## config.mk

```make
export PLATFORM = sky130hd
export DESIGN_NAME = rdi_pm_entry_responder
export DESIGN_NICKNAME = d
export VERILOG_FILES = /design/src/rtl/rdi_pm_pkg.sv /design/src/rtl/pm_timeout_counter.sv /design/src/rtl/rdi_pm_entry_responder.sv
export SDC_FILE = /design/constraint.sdc
export NUM_CORES = 1
export LEC_CHECK = 0
export BUFFER_PORTS_ARGS = -buffer_cell sky130_fd_sc_hd__buf_2
export CAP_MARGIN = 20
export CELL_PAD_IN_SITES_DETAIL_PLACEMENT = 1
export CELL_PAD_IN_SITES_GLOBAL_PLACEMENT = 2
export CORE_MARGIN = 10
export CORE_UTILIZATION = 28
export DETAILED_ROUTE_END_ITERATION = 8
export PLACE_DENSITY_LB_ADDON = 0.15
export SLEW_MARGIN = 20
export SYNTH_ARGS = -nofsm -noshare
export SYNTH_HDL_FRONTEND = slang
export SYNTH_SLANG_ARGS = --single-unit
```

## constraint.sdc

```tcl
create_clock -name i_clk -period 3.4 [get_ports i_clk]
set_clock_uncertainty 0.15 [all_clocks]
set_input_delay 0.68 -clock i_clk [delete_from_list [all_inputs] [get_ports i_clk]]
set_output_delay 0.68 -clock i_clk [all_outputs]
set_load 0.01 [all_outputs]
```

## src/rtl/rdi_pm_pkg.sv

```systemverilog
// Shared definitions for the RDI PM entry responder: RDI state encodings,
// PM request type codes and the responder FSM state enum.
package rdi_pm_pkg;

  localparam logic [3:0] ST_NOP    = 4'b0000;
  localparam logic [3:0] ST_ACTIVE = 4'b0001;
  localparam logic [3:0] ST_L1     = 4'b0100;
  localparam logic [3:0] ST_L2     = 4'b1000;

  localparam logic PM_TYPE_L1 = 1'b0;
  localparam logic PM_TYPE_L2 = 1'b1;

  typedef enum logic [2:0] {
    S_RESET,
    S_ACTIVE,
    S_SB_REQ,
    S_SB_WAIT,
    S_STALL,
    S_PM,
    S_EXIT
  } pm_state_e;

  // Status encoding reported once the latched PM target has been entered.
  function automatic logic [3:0] target_sts(input logic pm_type);
    return (pm_type == PM_TYPE_L2) ? ST_L2 : ST_L1;
  endfunction

endpackage

```

## src/rtl/pm_timeout_counter.sv

```systemverilog
// Wait-state timeout counter for the RDI PM entry responder.
// Cleared on entry to a waiting state, counts while enabled, and flags
// expiry during the TIMEOUT_CYCLES-th cycle spent waiting.
module pm_timeout_counter #(
  parameter int unsigned TIMEOUT_CYCLES = 1024,
  parameter int unsigned CNT_W          = 11
) (
  input  logic i_clk,
  input  logic i_rst,
  input  logic i_clear,
  input  logic i_enable,
  output logic o_expired
);

  logic [CNT_W-1:0] cnt_q;

  // Cycle counter; clear has priority so a fresh wait always starts at zero.
  always_ff @(posedge i_clk) begin
    if (i_rst || i_clear) begin
      cnt_q <= '0;
    end else if (i_enable) begin
      cnt_q <= cnt_q + 1'b1;
    end
  end

  assign o_expired = i_enable && (cnt_q == CNT_W'(TIMEOUT_CYCLES - 1));

endmodule

```

## src/rtl/rdi_pm_entry_responder.sv

```systemverilog
// RDI PM entry responder (physical-layer side).
// Accepts L1/L2 requests, negotiates over the sideband, runs the
// stallreq/stallack drain and reports the new state. All outputs registered.
// Optional wait-state timeout: define RDI_PM_ENTRY_TIMEOUT_EN.
module rdi_pm_entry_responder
  import rdi_pm_pkg::*;
#(
  parameter int unsigned STATE_W        = 4,
  parameter int unsigned TIMEOUT_CYCLES = 1024,
  parameter int unsigned CNT_W          = 11
) (
  input  logic               i_clk,
  input  logic               i_rst,
  input  logic [STATE_W-1:0] i_lp_state_req,
  input  logic               i_lp_stallack,
  input  logic               i_sb_pm_ack,
  input  logic               i_sb_pm_nak,
  output logic               o_sb_pm_req_valid,
  output logic               o_sb_pm_req_type,
  output logic               o_pl_stallreq,
  output logic [STATE_W-1:0] o_pl_state_sts,
  output logic               o_pm_nak
);

  if ((64'd1 << CNT_W) <= 64'(TIMEOUT_CYCLES)) begin : g_cnt_w_check
    $error("CNT_W too narrow for TIMEOUT_CYCLES");
  end

  pm_state_e          state_q, state_d;
  logic               target_q, target_d;
  logic [STATE_W-1:0] sts_q, sts_d;
  logic               stall_q, stall_d;
  logic               valid_q, valid_d;
  logic               type_q, type_d;
  logic               nak_q, nak_d;
  logic               timeout;

  logic req_active, req_l1, req_l2;
  assign req_active = (i_lp_state_req == STATE_W'(ST_ACTIVE));
  assign req_l1     = (i_lp_state_req == STATE_W'(ST_L1));
  assign req_l2     = (i_lp_state_req == STATE_W'(ST_L2));

`ifdef RDI_PM_ENTRY_TIMEOUT_EN
  logic cnt_clear, cnt_enable;
  assign cnt_clear  = (state_d != state_q) &&
                      ((state_d == S_SB_WAIT) || (state_d == S_STALL));
  assign cnt_enable = (state_q == S_SB_WAIT) || (state_q == S_STALL);

  pm_timeout_counter #(
    .TIMEOUT_CYCLES (TIMEOUT_CYCLES),
    .CNT_W          (CNT_W)
  ) u_timeout (
    .i_clk     (i_clk),
    .i_rst     (i_rst),
    .i_clear   (cnt_clear),
    .i_enable  (cnt_enable),
    .o_expired (timeout)
  );
`else
  assign timeout = 1'b0;
`endif

  // State and registered outputs.
  always_ff @(posedge i_clk) begin
    if (i_rst) begin
      state_q  <= S_RESET;
      target_q <= PM_TYPE_L1;
      sts_q    <= STATE_W'(ST_NOP);
      stall_q  <= 1'b0;
      valid_q  <= 1'b0;
      type_q   <= 1'b0;
      nak_q    <= 1'b0;
    end else begin
      state_q  <= state_d;
      target_q <= target_d;
      sts_q    <= sts_d;
      stall_q  <= stall_d;
      valid_q  <= valid_d;
      type_q   <= type_d;
      nak_q    <= nak_d;
    end
  end

  // Next state plus next value of every output; pulses default low.
  always_comb begin
    state_d  = state_q;
    target_d = target_q;
    sts_d    = sts_q;
    stall_d  = stall_q;
    valid_d  = 1'b0;
    type_d   = type_q;
    nak_d    = 1'b0;
    unique case (state_q)
      S_RESET: begin
        if (req_active) begin
          state_d = S_ACTIVE;
          sts_d   = STATE_W'(ST_ACTIVE);
        end
      end
      S_ACTIVE: begin
        if (req_l1 || req_l2) begin
          target_d = req_l2 ? PM_TYPE_L2 : PM_TYPE_L1;
          valid_d  = 1'b1;
          type_d   = target_d;
          state_d  = S_SB_REQ;
        end
      end
      S_SB_REQ: begin
        state_d = S_SB_WAIT;
      end
      S_SB_WAIT: begin
        // Nak and abort beat ack; ack beats a coincident timeout.
        if (i_sb_pm_nak || req_active) begin
          nak_d   = 1'b1;
          state_d = S_ACTIVE;
        end else if (i_sb_pm_ack) begin
          stall_d = 1'b1;
          state_d = S_STALL;
        end else if (timeout) begin
          nak_d   = 1'b1;
          state_d = S_ACTIVE;
        end
      end
      S_STALL: begin
        if (i_lp_stallack) begin
          stall_d = 1'b0;
          sts_d   = STATE_W'(target_sts(target_q));
          state_d = S_PM;
        end else if (timeout) begin
          stall_d = 1'b0;
          nak_d   = 1'b1;
          state_d = S_ACTIVE;
        end
      end
      S_PM: begin
        if (req_active) begin
          state_d = S_EXIT;
        end
      end
      S_EXIT: begin
        sts_d   = STATE_W'(ST_ACTIVE);
        state_d = S_ACTIVE;
      end
      default: begin
        state_d = S_RESET;
      end
    endcase
  end

  assign o_sb_pm_req_valid = valid_q;
  assign o_sb_pm_req_type  = type_q;
  assign o_pl_stallreq     = stall_q;
  assign o_pl_state_sts    = sts_q;
  assign o_pm_nak          = nak_q;

endmodule

```

==> results.txt <==
When the netlist entered floorplanning its net count stood at 79. Global routing consumed, over all layers together, 7.55% of the routing resources. Maximum root-to-sink buffer count: 2. The area of the placeable core is 1920 um2. The startpoint identified for the worst hold timing path is o_pl_stallreq.

The dominant cell by count in the synthesized netlist is dfxtp_1. Sort of element at the end of the critical path: a flop. The number of vias per cell after detailed routing is 4.90.

Detailed routing inserted a total of 549 vias. At the pin with the least slew margin, the transition time is 0.592 ns. The cell sitting at the root of the clock tree is a clkbuf_4. The tools report the number of antenna violations at the first check in global routing as 0. The flow ran to the end, and the final reports show no timing, DRC or antenna violations. The cell area that synthesis handed to floorplanning was 558 um2. The layer with the highest usage is met2. The synthesis-stage register bit count is 10. Sorting the synthesized cells by how often they occur yields 10 x dfxtp_1, 8 x nor2_1, 7 x nand2_1.

The floorplan step defined a die boundary enclosing 4180 um2. The average detailed-routed wire length per instance is 13.9 um. The time the worst path needs with I/O delays and setup came out at 1.92 ns.

After layout, the worst path uses 56.5% of the clock period. Number of nets in the layout: 95. In this run the worst path has a maximum fanout of 4.

Setup repair after global routing left no endpoint under its margin. The initialized floorplan defines 16 standard-cell rows. For the sequential standard cell area, the log shows 200 um2.

Yosys printed 0 warnings. For the starting utilization of the core area, the log shows 29.0%. Clock latency on the worst-skew pair, taken at its later pin, is 0.27 ns. The number of unique standard cell types used by synthesis is 30. Clock tree synthesis inserted a total of 3 buffers. The final count of hold timing violations was 0. Detailed-route wire length: 1.56 mm.

The logs give 580 for the via count of the first global-routing pass and 1.96 ns for the arrival time of the worst setup path. After synthesis, the largest area contributor takes up 35.9% of total cell area. Of all cell types, the one taking the most synthesized area is dfxtp_1.

Critical register-to-register path endpoint: o_sb_pm_req_type. The clock transition at the registers of the reported paths is 0.07 ns, and the number of flops mapped to enable cells by yosys is 0. Post-CTS timing repair inserted 0 buffers for setup.

The die extent in y is 64.6 um. Kind of critical path: input pin to flop. Endpoint with the worst hold slack: o_pl_stallreq.

Once detail routing completed, the nets flagged for antenna violations numbered 0. In this run, the number of DRC markers left after iteration 0 of detailed routing was 5. Power density over the cells: 490 nW/um2. The run gives 0 as the number of diodes. TritonCTS built the clock tree. The tools report the number of detailed-route iterations in the first pass as 4. For the count of boundary I/O pins, the log shows 17. Max-cap violations in this run came to 0.

Of all flip-flops after synthesis, the portion carrying an async set or reset was 0%. For the H-tree depth, the log shows 1. For the number of standard cells in the layout, taps in and fillers out, the log shows 112. The overall die width works out to 64.6 um. The signed area change from the synthesized netlist to the final layout is 22.6%, and the required arrival time at the worst endpoint is 3.44 ns.

For this design, the CTS-stage hold fixing added 0 buffers. The multi-input combinational cell area was 320 um2. Of the synthesized area, sequential elements account for 35.9%. The tools report the setup slack of the worst register-to-register path as 1.79 ns. The met2 track utilization from global routing was 12.4%.

Post-CTS repair changed the size of 0 cells. The reported leakage power was 0.263 nW; the number of clock sinks was 10. The logs give 0 for the remaining global-route overflow and 0 for the number of remaining DRC errors. Of the cells placed in the final design, the portion with a size suffix greater than 1 is 27.1%. For this run, global-route usage on met1 was measured as 8.75%. The hold-critical path depth came out at 1. The detailed placer's ending HPWL is 1.22 mm.

The final standard cell utilization of the core was 35.6%. The max-slew violation count is 0. The primary flip-flop cell chosen by synthesis mapping was dfxtp_1. The worst hold path belongs to the class flop to flop. The post-synthesis area per instance works out to 7.97 um2. The tools report the final hold slack as 0.311 ns. STA classifies the critical path startpoint as an input pin. The first global-routing pass estimated 2.59 mm of wire. The pin count of the biggest net entering global routing was 13; the number of cells on the worst reg-to-reg path was 4. Measured against its own limit, the worst slew margin works out to 60.5%.

VDD sags by at most 0.000158 V. Synthesis produced a netlist whose cell count is 70. The worst register-to-register path begins at state_q[0].

The routability congestion estimate was 0.796; the final sum of negative setup slack was 0 ns. Global routing consumed, on the met3 layer, 1.37% of the routing resources. The cell total after placement is 108.

Port buffering added 15 buffers. Setup violations remaining at the end of the flow were counted as 0. In the post-synthesis netlist, the biggest area contributors are dfxtp_1 36%, nor2_1 5.4%, nand2_1 4.7%. Derived from the worst setup path, the maximum achievable clock frequency is 0.521 GHz. Final-layout fill cell count: 259.
[area by class of cell]
cell class / instances / area share, %
timing repair buffer: 15 / 11.0
multi-input combinational: 51 / 46.8
tap: 27 / 4.94
inverter: 5 / 2.74
sequential: 10 / 29.3
clock buffer: 4 / 5.30
[layout by cell type (no fill, tap or decap), drive strengths merged]
cell type	Yosys	routed
clkbuf	3	4
nor3b	1	1
inv	5	5
or4b	1	1
dfxtp	10	10
nor4b	1	1
or3b	1	1
a221oi	1	1
nor4	1	1
a31oi	4	4
xor2	1	1
o21a	2	2
o32ai	2	2
o21ai	3	3
buf	1	15
nand3	2	2
nand2b	1	1
nor2	8	8
nor3	2	2
nand4	2	2
a22oi	1	1
o31ai	1	1
nand2	7	7
a21oi	2	2
nand3b	2	2
conb	1	1
or4	1	1
and2	1	1
o211ai	2	2
[worst max-delay path, cell delays in order]
cell and delay (ns):
buf_2 0.12, or4b_4 0.56, o211ai_2 0.19, o211ai_1 0.14, a221oi_2 0.26
[power breakdown]
part           internal [mW]  leakage [nW]  switching [mW]
logic                 0.0348         0.161          0.0434
registers              0.128        0.0810          0.0197
clock network         0.0651        0.0210          0.0446
total                  0.228         0.263           0.108
[logic make-up (layout without fill, tap and decap cells)]
| family | after synthesis | after routing | synth area share, % |
|---|---|---|---|
| AND/OR/NAND/NOR | 31 | 31 | 31.4 |
| AO/OA/AOI/OAI | 18 | 18 | 23.8 |
| flip-flops | 10 | 10 | 35.9 |
| buffers and inverters | 9 | 24 | 6.73 |
| other | 1 | 1 | 0.672 |
| XOR/XNOR | 1 | 1 | 1.57 |
[registers in the layout, summed over array words and instances (netlist names)]
signal             flops
o_pl_stallreq          1
o_pl_state_sts         3
o_pm_nak               1
o_sb_pm_req_type       1
o_sb_pm_req_valid      1
state_q                3
[per-stage QoR]
step / cell area, um2 / power, mW / worst slack [ns]
after floorplan: 558 / 0.204 / 1.43
after global placement: 648 / 0.229 / 1.18
after detailed placement: 648 / 0.229 / 1.19
after CTS: 684 / 0.340 / 1.47
after global routing: 684 / 0.357 / 1.43
final: 684 / 0.335 / 1.48
[metal layers]
metal  vias up  part of all wire, %
met5         -                    0
met4         0                  1.4
met1       251                   49
met3         2                  1.9
met2        11                   47
li1        285                    -
[worst max path at each step]
stage | startpoint | end | slack [ns] | cells past startpoint
after global routing | i_lp_state_req[1] | state_q[2] | 1.43 | 5
after global placement | i_lp_state_req[1] | state_q[2] | 1.18 | 5
after detailed placement | i_lp_state_req[1] | state_q[2] | 1.19 | 5
after CTS | i_lp_state_req[1] | state_q[2] | 1.47 | 5
after floorplan | i_lp_state_req[1] | state_q[2] | 1.43 | 4
final | i_lp_state_req[1] | state_q[2] | 1.48 | 5
Power figures use the tool's default switching activity.
